### config.mk
export PLATFORM = sky130hd
export DESIGN_NAME = digit_scan_ctrl
export DESIGN_NICKNAME = d
export VERILOG_FILES = /design/src/rtl/scan_pkg.sv /design/src/rtl/scan_prescaler.sv /design/src/rtl/digit_scan_ctrl.sv
export SDC_FILE = /design/constraint.sdc
export NUM_CORES = 1
export LEC_CHECK = 0
export ABC_AREA = 1
export CAP_MARGIN = 20
export CORE_AREA = 2 2 51 53
export CTS_BUF_LIST = sky130_fd_sc_hd__clkbuf_2
export CTS_CLUSTER_SIZE = 30
export DETAILED_ROUTE_END_ITERATION = 8
export DIE_AREA = 0 0 53 55
export PLACE_DENSITY = 0.8
export SLEW_MARGIN = 40
export SYNTH_ARGS = -nofsm -noshare
export SYNTH_HDL_FRONTEND = slang
export SYNTH_SLANG_ARGS = --single-unit
### constraint.sdc
create_clock -name clk -period 2.4 [get_ports clk]
set_clock_uncertainty 0.1 [all_clocks]
set_input_delay 0.48 -clock clk [delete_from_list [all_inputs] [get_ports clk]]
set_output_delay 0.48 -clock clk [all_outputs]
set_load 0.01 [all_outputs]
### src/rtl/scan_pkg.sv
// Shared slot encoding for the 4-digit display scan: Gray select codes, anode
// patterns and the mux input mapping used by both the nibble mux and digit_scan_ctrl.
package scan_pkg;

  typedef enum logic [1:0] {
    SEL_D0 = 2'b00,
    SEL_D1 = 2'b01,
    SEL_D2 = 2'b11,
    SEL_D3 = 2'b10
  } sel_e;

  // Mux input routed by each select code; identical encoding to sel_e by construction.
  typedef enum logic [1:0] {
    MUX_IN_A = 2'b00,
    MUX_IN_B = 2'b01,
    MUX_IN_C = 2'b11,
    MUX_IN_D = 2'b10
  } mux_in_e;

  localparam logic [3:0] AN_OFF = 4'b1111;

  function automatic sel_e next_sel(input sel_e s);
    sel_e n;
    case (s)
      SEL_D0:  n = SEL_D1;
      SEL_D1:  n = SEL_D2;
      SEL_D2:  n = SEL_D3;
      SEL_D3:  n = SEL_D0;
      default: n = SEL_D0;
    endcase
    return n;
  endfunction

  function automatic logic [3:0] sel_to_an(input sel_e s);
    logic [3:0] a;
    case (s)
      SEL_D0:  a = 4'b1110;
      SEL_D1:  a = 4'b1101;
      SEL_D2:  a = 4'b1011;
      SEL_D3:  a = 4'b0111;
      default: a = AN_OFF;
    endcase
    return a;
  endfunction

endpackage

### src/rtl/scan_prescaler.sv
// Per-digit dwell counter: counts 0..CLK_DIV-1 while enabled, clears while disabled,
// and flags the edge on which it wraps.
module scan_prescaler
  import scan_pkg::*;
#(
  parameter int CLK_DIV = 100000,
  parameter int CNT_W   = $clog2(CLK_DIV)
) (
  input  logic             clk,
  input  logic             rst_n,
  input  logic             en,
  output logic [CNT_W-1:0] cnt,
  output logic             wrap
);

  localparam logic [CNT_W-1:0] CNT_LAST = CNT_W'(CLK_DIV - 1);

  logic [CNT_W-1:0] cnt_d, cnt_q;

  // Next count and wrap strobe; the strobe marks the edge that returns cnt to zero.
  always_comb begin
    cnt_d = cnt_q;
    wrap  = 1'b0;
    if (!en) begin
      cnt_d = CNT_W'(0);
    end else if (cnt_q == CNT_LAST) begin
      cnt_d = CNT_W'(0);
      wrap  = 1'b1;
    end else begin
      cnt_d = cnt_q + CNT_W'(1);
    end
  end

  // Count register.
  always_ff @(posedge clk or negedge rst_n) begin
    if (!rst_n) begin
      cnt_q <= CNT_W'(0);
    end else begin
      cnt_q <= cnt_d;
    end
  end

  assign cnt = cnt_q;

endmodule

### src/rtl/digit_scan_ctrl.sv
// Scan controller for a 4-digit seven-segment display: Gray select, active-low anodes
// and frame tick. Define SCAN_GUARD_EN to blank anodes for GUARD_CYCLES per slot.
module digit_scan_ctrl
  import scan_pkg::*;
#(
  parameter int CLK_DIV      = 100000,
  parameter int GUARD_CYCLES = 1000
) (
  input  logic       clk,
  input  logic       rst_n,
  input  logic       en,
  output logic [1:0] sel,
  output logic [3:0] an,
  output logic       frame_tick
);

  localparam int CNT_W = $clog2(CLK_DIV);

  logic [CNT_W-1:0] cnt_s;
  logic             wrap_s;
  logic             guard_s;

  sel_e       sel_d, sel_q;
  logic [3:0] an_d, an_q;
  logic       frame_tick_d, frame_tick_q;

  scan_prescaler #(
    .CLK_DIV (CLK_DIV),
    .CNT_W   (CNT_W)
  ) u_prescaler (
    .clk   (clk),
    .rst_n (rst_n),
    .en    (en),
    .cnt   (cnt_s),
    .wrap  (wrap_s)
  );

`ifdef SCAN_GUARD_EN
  logic [CNT_W-1:0] cnt_next_s;
  // The disabled case never reaches the guard test, so only wrap vs. increment matters.
  assign cnt_next_s = wrap_s ? CNT_W'(0) : (cnt_s + CNT_W'(1));
  assign guard_s    = (cnt_next_s < CNT_W'(GUARD_CYCLES));
`else
  logic unused_cnt_s;
  assign unused_cnt_s = ^cnt_s;
  assign guard_s      = 1'b0;
`endif

  // Slot advance, anode pattern and frame tick, all from next-state values.
  always_comb begin
    sel_d        = sel_q;
    an_d         = AN_OFF;
    frame_tick_d = 1'b0;
    if (en) begin
      if (wrap_s) begin
        sel_d        = next_sel(sel_q);
        frame_tick_d = (sel_q == SEL_D3);
      end else begin
        sel_d        = sel_q;
        frame_tick_d = 1'b0;
      end
      if (guard_s) begin
        an_d = AN_OFF;
      end else begin
        an_d = sel_to_an(sel_d);
      end
    end else begin
      sel_d        = sel_q;
      an_d         = AN_OFF;
      frame_tick_d = 1'b0;
    end
  end

  // Output registers.
  always_ff @(posedge clk or negedge rst_n) begin
    if (!rst_n) begin
      sel_q        <= SEL_D0;
      an_q         <= AN_OFF;
      frame_tick_q <= 1'b0;
    end else begin
      sel_q        <= sel_d;
      an_q         <= an_d;
      frame_tick_q <= frame_tick_d;
    end
  end

  assign sel        = sel_q;
  assign an         = an_q;
  assign frame_tick = frame_tick_q;

endmodule
==> flow_metrics.tcl, run 1 <==
set metrics [dict create \
    worst-path-max-fanout 1 \
    antenna_found_initial 0 \
    wl_per_cell_um 14.0 \
    p_leak_nw 0.673 \
    clock-sinks 24 \
    root_buffer "clkbuf_2" \
    die_area_sq_um 2920 \
    dieWidth_um 53 \
    ys_ff_latch 24 \
    seq_area_frac_synth 0.439 \
    post-place-cells 205 \
    grt_overflow 0 \
    yosysUniqueCellTypes 28 \
    io_pins 10 \
    max_freq_mhz 495 \
    cp_slowest_cell "dfstp_2" \
    synth-edff-count 0 \
    ys.flop_type "dfrtp_1" \
    drive_gt1_frac 0.184 \
    drt-total-wl_um 2940 \
    setup_viol 0 \
    startpoint_type "flip-flop" \
    r2r_end "an[3]" \
    min_path_type "in -> async" \
    worstPathCellList "clkdlybuf4s50_1" \
    fin_crit_sh 0.841 \
    globalplace.congestion 0.925 \
    first_global_vias 1135 \
    dr_total_vias 1165 \
    synth_nets 172 \
    nets 184 \
    setup-tns-final_ns 0 \
    synthArstFlopShare 1.00 \
    rsz0062_at_grt "no" \
    critPathTopFamily "flip-flops" \
    via_per_inst 5.57 \
    r2r_setup_slack_ns 0.73 \
    fill_cells 212 \
    cp_num_buf_inv 1 \
    clk-insertion-delay-late_ns 0.34 \
    cap_viol_max_count 0 \
    crit_type "reg -> out" \
    yosysWarnings 0 \
    dieHeight_um 55 \
    hold_viol 0 \
    synthSimpleGateAreaFrac 0.432 \
    start_util 0.584 \
    r2r_cells 8 \
    cts_tree "built" \
    syn_to_final_growth_pct 9.70 \
    cts_resized 0 \
    pwr-share-clk 0.259 \
    synthAdderAreaFrac 0.00907 \
    swShare 0.240 \
    seq_power_share 0.691 \
    drt_iter0_markers 30 \
    syn_area_sq_um 1380 \
    rows 18 \
    worstReg2RegStart "u_prescaler.cnt[0]" \
    synth_top_family_by_area "simple AND/OR/NAND/NOR gates" \
    synthMuxAreaShare 0 \
    diodes 0 \
    grt_max_degree 25 \
    arrival_ns 1.44 \
    core_sq_um 2360 \
    end_kind "output port" \
    cts.clk_slew.worst_paths_ns 0.22 \
    final_cells 209 \
    cts_buffers 3 \
    power.net_switching_mw 0.144 \
    crit_required_ns 1.82 \
    p_per_area_nw_per_um2 397 \
    comb_power_share 0.051 \
    drtAntennaViolNets 0 \
    slew_viol_final 0 \
    tightest_slew_ns 0.438 \
    synth_compound_area_frac 0.0227 \
    syn_inst 168 \
    dp_hpwl_um 2220 \
    cts_buffer_depth 2 \
    slowest_delay_ns 0.57 \
    slew_headroom 0.706 \
    ir_drop_mv 0.304 \
    drt-pass1-iter-count 4 \
    crit_start "an[0]" \
    internal-power_mw 0.457 \
    grt_pass1_wl_um 4740 \
    synthXorXnorAreaFrac 0.0254 \
    htree_levels 1 \
    synth_area_per_cell_sq_um 8.21 \
    fin_crit_ns 2.02 \
    outcome "finished, final reports clean" \
    drc 0 \
    hold_buffers 0 \
    port_buffers 9 \
    cts_setup_buffers 0 \
    grtUsageTotal 0.228 \
]
-- cells in the mapped netlist (2+ instances only) --
cell type,number,area (sq um)
a211oi_1,2,15.0
buf_4,2,15.0
dfrtp_1,20,500
dfstp_2,4,105
inv_1,15,56.3
inv_2,6,22.5
nand2_1,29,109
nand2_2,3,18.8
nand3_1,14,70.1
nand3_2,3,30.0
nand4_1,9,56.3
nor2_1,29,109
nor2_2,2,12.5
nor2_4,5,56.3
nor3_1,7,35.0
nor3_2,2,20.0
nor3b_1,2,15.0
xor2_1,4,35.0
-- power groups by stage --
stage | combinational [mW] | sequential (mW) | clock (mW)
after floorplan | 0.0131 | 0.422 | 0
after global placement | 0.0299 | 0.421 | 0
after detailed placement | 0.0314 | 0.422 | 0
after CTS | 0.0312 | 0.415 | 0.163
after global routing | 0.0353 | 0.416 | 0.179
final | 0.0304 | 0.415 | 0.155
-- routing by layer --
layer  global-route usage  vias to the layer above  wire (um)
met2                0.419                       40       1480
met4                0.128                        0         72
met1                0.250                      552       1250
li1                     -                      564          -
met3               0.0403                        9        137
met5                    0                        -          0
-- flip-flops by register name, indices dropped and copies added (netlist names) --
register / flops
an: 4
u_prescaler.cnt: 17
frame_tick: 1
sel: 2
-- cells in the final DEF (no fill, tap or decap), types with 2 or more instances in the layout --
cell type        instances
nand3_1                 14
nor2_4                   5
xor2_1                   4
nor3_2                   2
a211oi_1                 2
nand2_1                 29
nor3b_1                  2
dfrtp_1                 20
nor2_1                  29
nor2_2                   2
inv_1                   15
nand4_1                  9
nand2_2                  3
clkbuf_2                 3
clkdlybuf4s50_1          9
dfstp_2                  4
nor3_1                   7
inv_2                    6
nand3_2                  3
-- final cells by class --
cell class / instances / area, sq um / share of cell area
clock inverters: 1 / 3.75 / 0.00248
clock buffers: 3 / 15.0 / 0.00992
flip-flops and latches: 24 / 606 / 0.400
repair buffers: 10 / 97.6 / 0.0645
inverters: 21 / 78.8 / 0.0521
multi-input cells: 120 / 676 / 0.446
well taps: 30 / 37.5 / 0.0248
-- logic make-up (layout without fill, tap and decap cells) --
group           Yosys count  in the layout
simple gates            110            110
buf+inv                  24             35
xor+xnor                  4              4
compound gates            5              5
fa+ha+maj                 1              1
flops                    24             24
-- worst max-delay path by stage --
stage | end | slack, ns | cells past startpoint
5_1_grt | an[0] | 0.32 | 1
6_report | an[0] | 0.38 | 1
3_5_place_dp | u_prescaler.cnt[4] | 0.51 | 3
4_1_cts | an[0] | 0.35 | 1
3_3_place_gp | u_prescaler.cnt[6] | 0.60 | 3
2_1_floorplan | u_prescaler.cnt[10] | 0.98 | 7
-- stage by stage --
stage	power (mW)	utilization	area [sq um]	hold WS, ns	setup slack (ns)
global placement	0.451	0.632	1500	0.367	0.604
detailed placement	0.453	0.632	1500	0.400	0.505
CTS	0.610	0.640	1510	0.346	0.352
finish	0.601	0.640	1510	0.348	0.381
floorplan	0.435	-	1380	0.0844	0.977
global route	0.630	0.640	1510	0.374	0.316
No activity file was read; power rests on OpenSTA's default activity.
==> inputs of run 2 (changes only) <==
--- a/config.mk
+++ b/config.mk
@@ -7,12 +7,12 @@
 export LEC_CHECK = 0
 export ABC_AREA = 1
 export CAP_MARGIN = 20
-export CORE_AREA = 2 2 51 53
+export CORE_AREA = 2 2 54 56
 export CTS_BUF_LIST = sky130_fd_sc_hd__clkbuf_2
 export CTS_CLUSTER_SIZE = 30
 export DETAILED_ROUTE_END_ITERATION = 8
-export DIE_AREA = 0 0 53 55
-export PLACE_DENSITY = 0.8
+export DIE_AREA = 0 0 56 58
+export PLACE_DENSITY = 0.75
 export SLEW_MARGIN = 40
 export SYNTH_ARGS = -nofsm -noshare
 export SYNTH_HDL_FRONTEND = slang
==> constraint.sdc (replaced) <==
create_clock -name clk -period 1.72 [get_ports clk]
set_clock_uncertainty 0.1 [all_clocks]
set_input_delay 0.344 -clock clk [delete_from_list [all_inputs] [get_ports clk]]
set_output_delay 0.344 -clock clk [all_outputs]
set_load 0.01 [all_outputs]
==> flow_metrics.tcl, run 2 (synthesized netlist as in run 1, its figures left out) <==
set metrics [dict create \
    slowest_delay_ns 0.42 \
    drt-total-wl_um 2820 \
    fin_crit_ns 1.60 \
    cts_buffers 3 \
    first_global_vias 1143 \
    gr-usage-met1 0.257 \
    outcome "finished, final reports clean" \
    largest_register_ffs 17 \
    clock-sinks 24 \
    slew_headroom 0.689 \
    syn_to_final_growth_pct 13.0 \
    dieWidth_um 56 \
    setup_viol 0 \
    arrival_ns 1.76 \
    root_buffer "clkbuf_2" \
    nets 189 \
    cts_tree "built" \
    grt_overflow 0 \
    rsz0062_at_grt "no" \
    drt-pass1-iter-count 4 \
    dr_total_vias 1185 \
    diodes 0 \
    cap_viol_max_count 0 \
    max_freq_mhz 627 \
    cp_slowest_cell "dfrtp_1" \
    io_pins 10 \
    hold_buffers 0 \
    crit_type "reg -> reg" \
    worst-path-max-fanout 4 \
    wl_per_cell_um 13.1 \
    dieHeight_um 58 \
    p_per_area_nw_per_um2 548 \
    drt_iter0_markers 37 \
    via_per_inst 5.51 \
    met2_usage 0.313 \
    power.total_mw 0.854 \
    antenna_found_initial 0 \
    fill_cells 246 \
    drc 0 \
    setup-tns-final_ns 0 \
    grt_busiest_layer "met2" \
    grtUsageTotal 0.191 \
    drive_gt1_frac 0.217 \
    port_buffers 9 \
    grtUsageMet3 0.0313 \
    worstPathCellList "ha_2 -> nand2_1 -> nor2_4 -> nand3_2 -> nor2_4 -> nand4_1 -> nand2_1 -> nand3_1" \
    globalplace.congestion 0.898 \
    cts.clk_slew.worst_paths_ns 0.23 \
    fin_crit_sh 0.928 \
    min_path_type "in -> async" \
    startpoint_type "flip-flop" \
    htree_levels 1 \
    start_util 0.518 \
    layout_common_cells "29 x nand2_1, 29 x nor2_1, 20 x dfrtp_1" \
    crit_required_ns 1.89 \
    tightest_slew_ns 0.463 \
    ir_drop_mv 0.368 \
    slew_viol_final 0 \
    cp_num_buf_inv 0 \
    dp_hpwl_um 2130 \
    end_kind "flip-flop" \
    multi_input_area_sq_um 678 \
    clk-insertion-delay-late_ns 0.34 \
    p_leak_nw 0.751 \
    core_sq_um 2660 \
    critPathTopFamily "simple AND/OR/NAND/NOR gates" \
    drtAntennaViolNets 0 \
    cts_buffer_depth 2 \
    rows 19 \
    regArea_sq_um 606 \
    grt_pass1_wl_um 4980 \
    grt_max_degree 25 \
    hold_viol 0 \
    die_area_sq_um 3250 \
]
[run 2: changes by cell type in the layout (fill, tap and decap cells not counted)]
cell	delta
dlygate4sd2_1	+4
ha_1	-1
clkinv_1	-1
clkdlybuf4s50_1	-7
ha_2	+1
clkbuf_2	+1
buf_4	+5
dlymetal6s2s_1	+3
[run 2: through the flow]
step           instance area (sq um)  cells  utilization  hold slack (ns)  worst slack, ns
2_1_floorplan                   1380    168            -          -0.0516            0.297
3_3_place_gp                    1500    207        0.565            0.365            0.172
3_5_place_dp                    1500    207        0.565            0.385            0.105
5_1_grt                         1560    215        0.586            0.225          0.00985
6_report                        1560    215        0.586            0.212            0.124
4_1_cts                         1530    213        0.576            0.213          0.00472
[run 2: layout make-up]
cell class | count | area share
clock buffers | 4 | 0.0128
flip-flops and latches | 24 | 0.388
inverters | 21 | 0.0506
well taps | 31 | 0.0249
multi-input cells | 120 | 0.435
repair buffers | 15 | 0.0883
[run 2: power breakdown]
part / internal [mW] / switching [mW] / total [mW]
Combinational: 0.0199 / 0.0311 / 0.0510
Sequential: 0.573 / 0.00480 / 0.578
Clock: 0.0615 / 0.164 / 0.225
Total: 0.655 / 0.200 / 0.854
[run 2: worst reg2reg max path, delay by kind of cell (launching register included)]
| family | cells | cell delay, ns |
|---|---|---|
| and+or+nand+nor | 7 | 0.80 |
| adders and majority gates | 1 | 0.21 |
| DFF | 1 | 0.42 |
[run 2: layer usage]
metal	share of wire	wire length, um
met1	0.44	1250
met2	0.47	1340
met3	0.056	157
met4	0.026	73
met5	0	0
[run 2: worst paths after layout]
check                              startpoint            endpoint  slack (ns)  cells past startpoint
min                                     rst_n  u_prescaler.cnt[1]        0.21                      2
max                        u_prescaler.cnt[0]               an[0]        0.12                      8
max reg2reg                u_prescaler.cnt[0]               an[0]        0.12                      8
max in group asynchronous               rst_n               an[2]        0.99                      2
min in group clk                       sel[0]          frame_tick        0.42                      2
min reg2reg                            sel[0]          frame_tick        0.42                      2
[run 2: timing repair]
item | 4_1_cts | 5_1_grt
endpoints found under the setup margin | 6 | 9
setup buffers | 2 | 2
resized for setup | 4 | 4
cloned | 0 | 0
==> inputs of run 3 (changes only) <==
--- a/config.mk
+++ b/config.mk
@@ -7,12 +7,12 @@
 export LEC_CHECK = 0
 export ABC_AREA = 1
 export CAP_MARGIN = 20
-export CORE_AREA = 2 2 54 56
+export CORE_AREA = 2 2 62 64
 export CTS_BUF_LIST = sky130_fd_sc_hd__clkbuf_2
 export CTS_CLUSTER_SIZE = 30
 export DETAILED_ROUTE_END_ITERATION = 8
-export DIE_AREA = 0 0 56 58
-export PLACE_DENSITY = 0.75
+export DIE_AREA = 0 0 64 66
+export SKIP_CTS_REPAIR_TIMING = 1
 export SLEW_MARGIN = 40
 export SYNTH_ARGS = -nofsm -noshare
 export SYNTH_HDL_FRONTEND = slang
==> flow_metrics.tcl, run 3 (synthesized netlist as in run 1, its figures left out) <==
set metrics [dict create \
    outcome "finished, final reports clean" \
    ir_drop_mv 0.446 \
    crit_type "reg -> reg" \
    drt-total-wl_um 2810 \
    cts.clk_slew.worst_paths_ns 0.24 \
    grt_overflow 0 \
    root_buffer "clkbuf_2" \
    pwr-share-clk 0.380 \
    cts_buffer_depth 2 \
    power.net_switching_mw 0.219 \
    via_per_inst 5.03 \
    regArea_sq_um 606 \
    hold_slack_ns 0.176 \
    multi_input_area_sq_um 676 \
    internal-power_mw 0.790 \
    power.total_mw 1.01 \
    wl_per_cell_um 12.1 \
    fin_crit_ns 1.59 \
    fin_crit_sh 0.924 \
    die_area_sq_um 4220 \
    io_pins 10 \
    port_buffers 9 \
    antenna_found_initial 0 \
    crit_required_ns 1.90 \
    max_freq_mhz 629 \
    fill_cells 344 \
    slew_headroom 0.704 \
    layout_common_cells "29 x nand2_1, 29 x nor2_1, 20 x dfrtp_1" \
    first_global_vias 1067 \
    cap_viol_max_count 0 \
    drt-pass1-iter-count 4 \
    grt_pass1_wl_um 4980 \
    dp_hpwl_um 2120 \
    syn_to_final_growth_pct 17.2 \
    arrival_ns 1.77 \
    dr_total_vias 1166 \
    grtUsageTotal 0.151 \
    slew_viol_final 0 \
    diodes 0 \
    start_util 0.389 \
    swShare 0.217 \
    grt_max_degree 25 \
    setup_viol 0 \
    p_leak_nw 0.776 \
    drc 0 \
    end_kind "flip-flop" \
    min_path_type "in -> async" \
    wl_met3_um 142 \
    dieHeight_um 66 \
    cts_buffers 3 \
    highest_layer "met4" \
    core_sq_um 3550 \
    wl_met1_um 1330 \
    p_per_area_nw_per_um2 624 \
    nets 189 \
    clk-insertion-delay-late_ns 0.36 \
    tightest_slew_ns 0.441 \
    drt_iter0_markers 58 \
    clock-sinks 24 \
    largest_register_ffs 17 \
    worst-path-max-fanout 7 \
    startpoint_type "flip-flop" \
    dieWidth_um 64 \
    comb_power_share 0.046 \
    seq_power_share 0.574 \
    rsz0062_at_grt "yes" \
    drive_gt1_frac 0.212 \
    htree_levels 1 \
    rows 22 \
    drtAntennaViolNets 0 \
    met2RoutedLength_um 1310 \
    hold_viol 0 \
    globalplace.congestion 0.878 \
    cts_tree "built" \
]
-- run 3: changes by cell type in the layout (fill, tap and decap cells not counted) --
cell / before / now
bufinv_16: 0 / 1
dlymetal6s2s_1: 3 / 7
clkbuf_2: 4 / 3
ha_1: 0 / 1
dlygate4sd2_1: 4 / 0
ha_2: 1 / 0
-- run 3: worst max-delay path, stage by stage (launching register included) --
cell and delay [ns]:
dfrtp_1 0.44, ha_1 0.22, nand2_1 0.12, nor2_4 0.14, nand3_1 0.11, nand2_2 0.17, inv_2 0.06, and3_1 0.14
-- run 3: final cells by class --
type                            instances  area share
Clock buffer                            3     0.00928
Clock inverter                          1      0.0186
Inverter                               21      0.0487
Multi-Input combinational cell        120       0.418
Sequential cell                        24       0.374
Tap cell                               48      0.0371
Timing Repair Buffer                   15      0.0944
-- run 3: worst paths after layout --
kind / start / to / slack, ns / depth (start not counted)
min reg2reg: u_prescaler.cnt[0] / u_prescaler.cnt[0] / 0.40 / 1
min: rst_n / u_prescaler.cnt[0] / 0.18 / 2
min in group clk: u_prescaler.cnt[0] / u_prescaler.cnt[0] / 0.40 / 1
max reg2reg: u_prescaler.cnt[0] / u_prescaler.cnt[10] / 0.13 / 7
max: u_prescaler.cnt[0] / u_prescaler.cnt[10] / 0.13 / 7
max in group asynchronous: rst_n / an[1] / 1.06 / 2
-- run 3: metrics by stage --
stage,TNS [ns],setup slack (ns),area [sq um],utilization,std cells
finish,0,0.130,1620,0.456,232
global route,-0.00716,-0.00716,1620,0.456,232
CTS,-0.918,-0.193,1580,0.444,229
detailed placement,0,0.146,1530,0.432,225
global placement,0,0.159,1530,0.432,225
floorplan,0,0.297,1380,-,168
-- run 3: routing by layer --
metal  up-vias  GRT usage
met5         -          0
met4         0     0.0326
met3         4     0.0341
met2        25      0.238
met1       558      0.211
li1        579          -
-- run 3: power groups by stage --
stage / Clock [mW] / Sequential, mW / Combinational, mW
floorplan: 0 / 0.588 / 0.0183
global placement: 0 / 0.588 / 0.0446
detailed placement: 0 / 0.589 / 0.0450
CTS: 0.391 / 0.580 / 0.0451
global route: 0.419 / 0.581 / 0.0538
finish: 0.384 / 0.579 / 0.0461
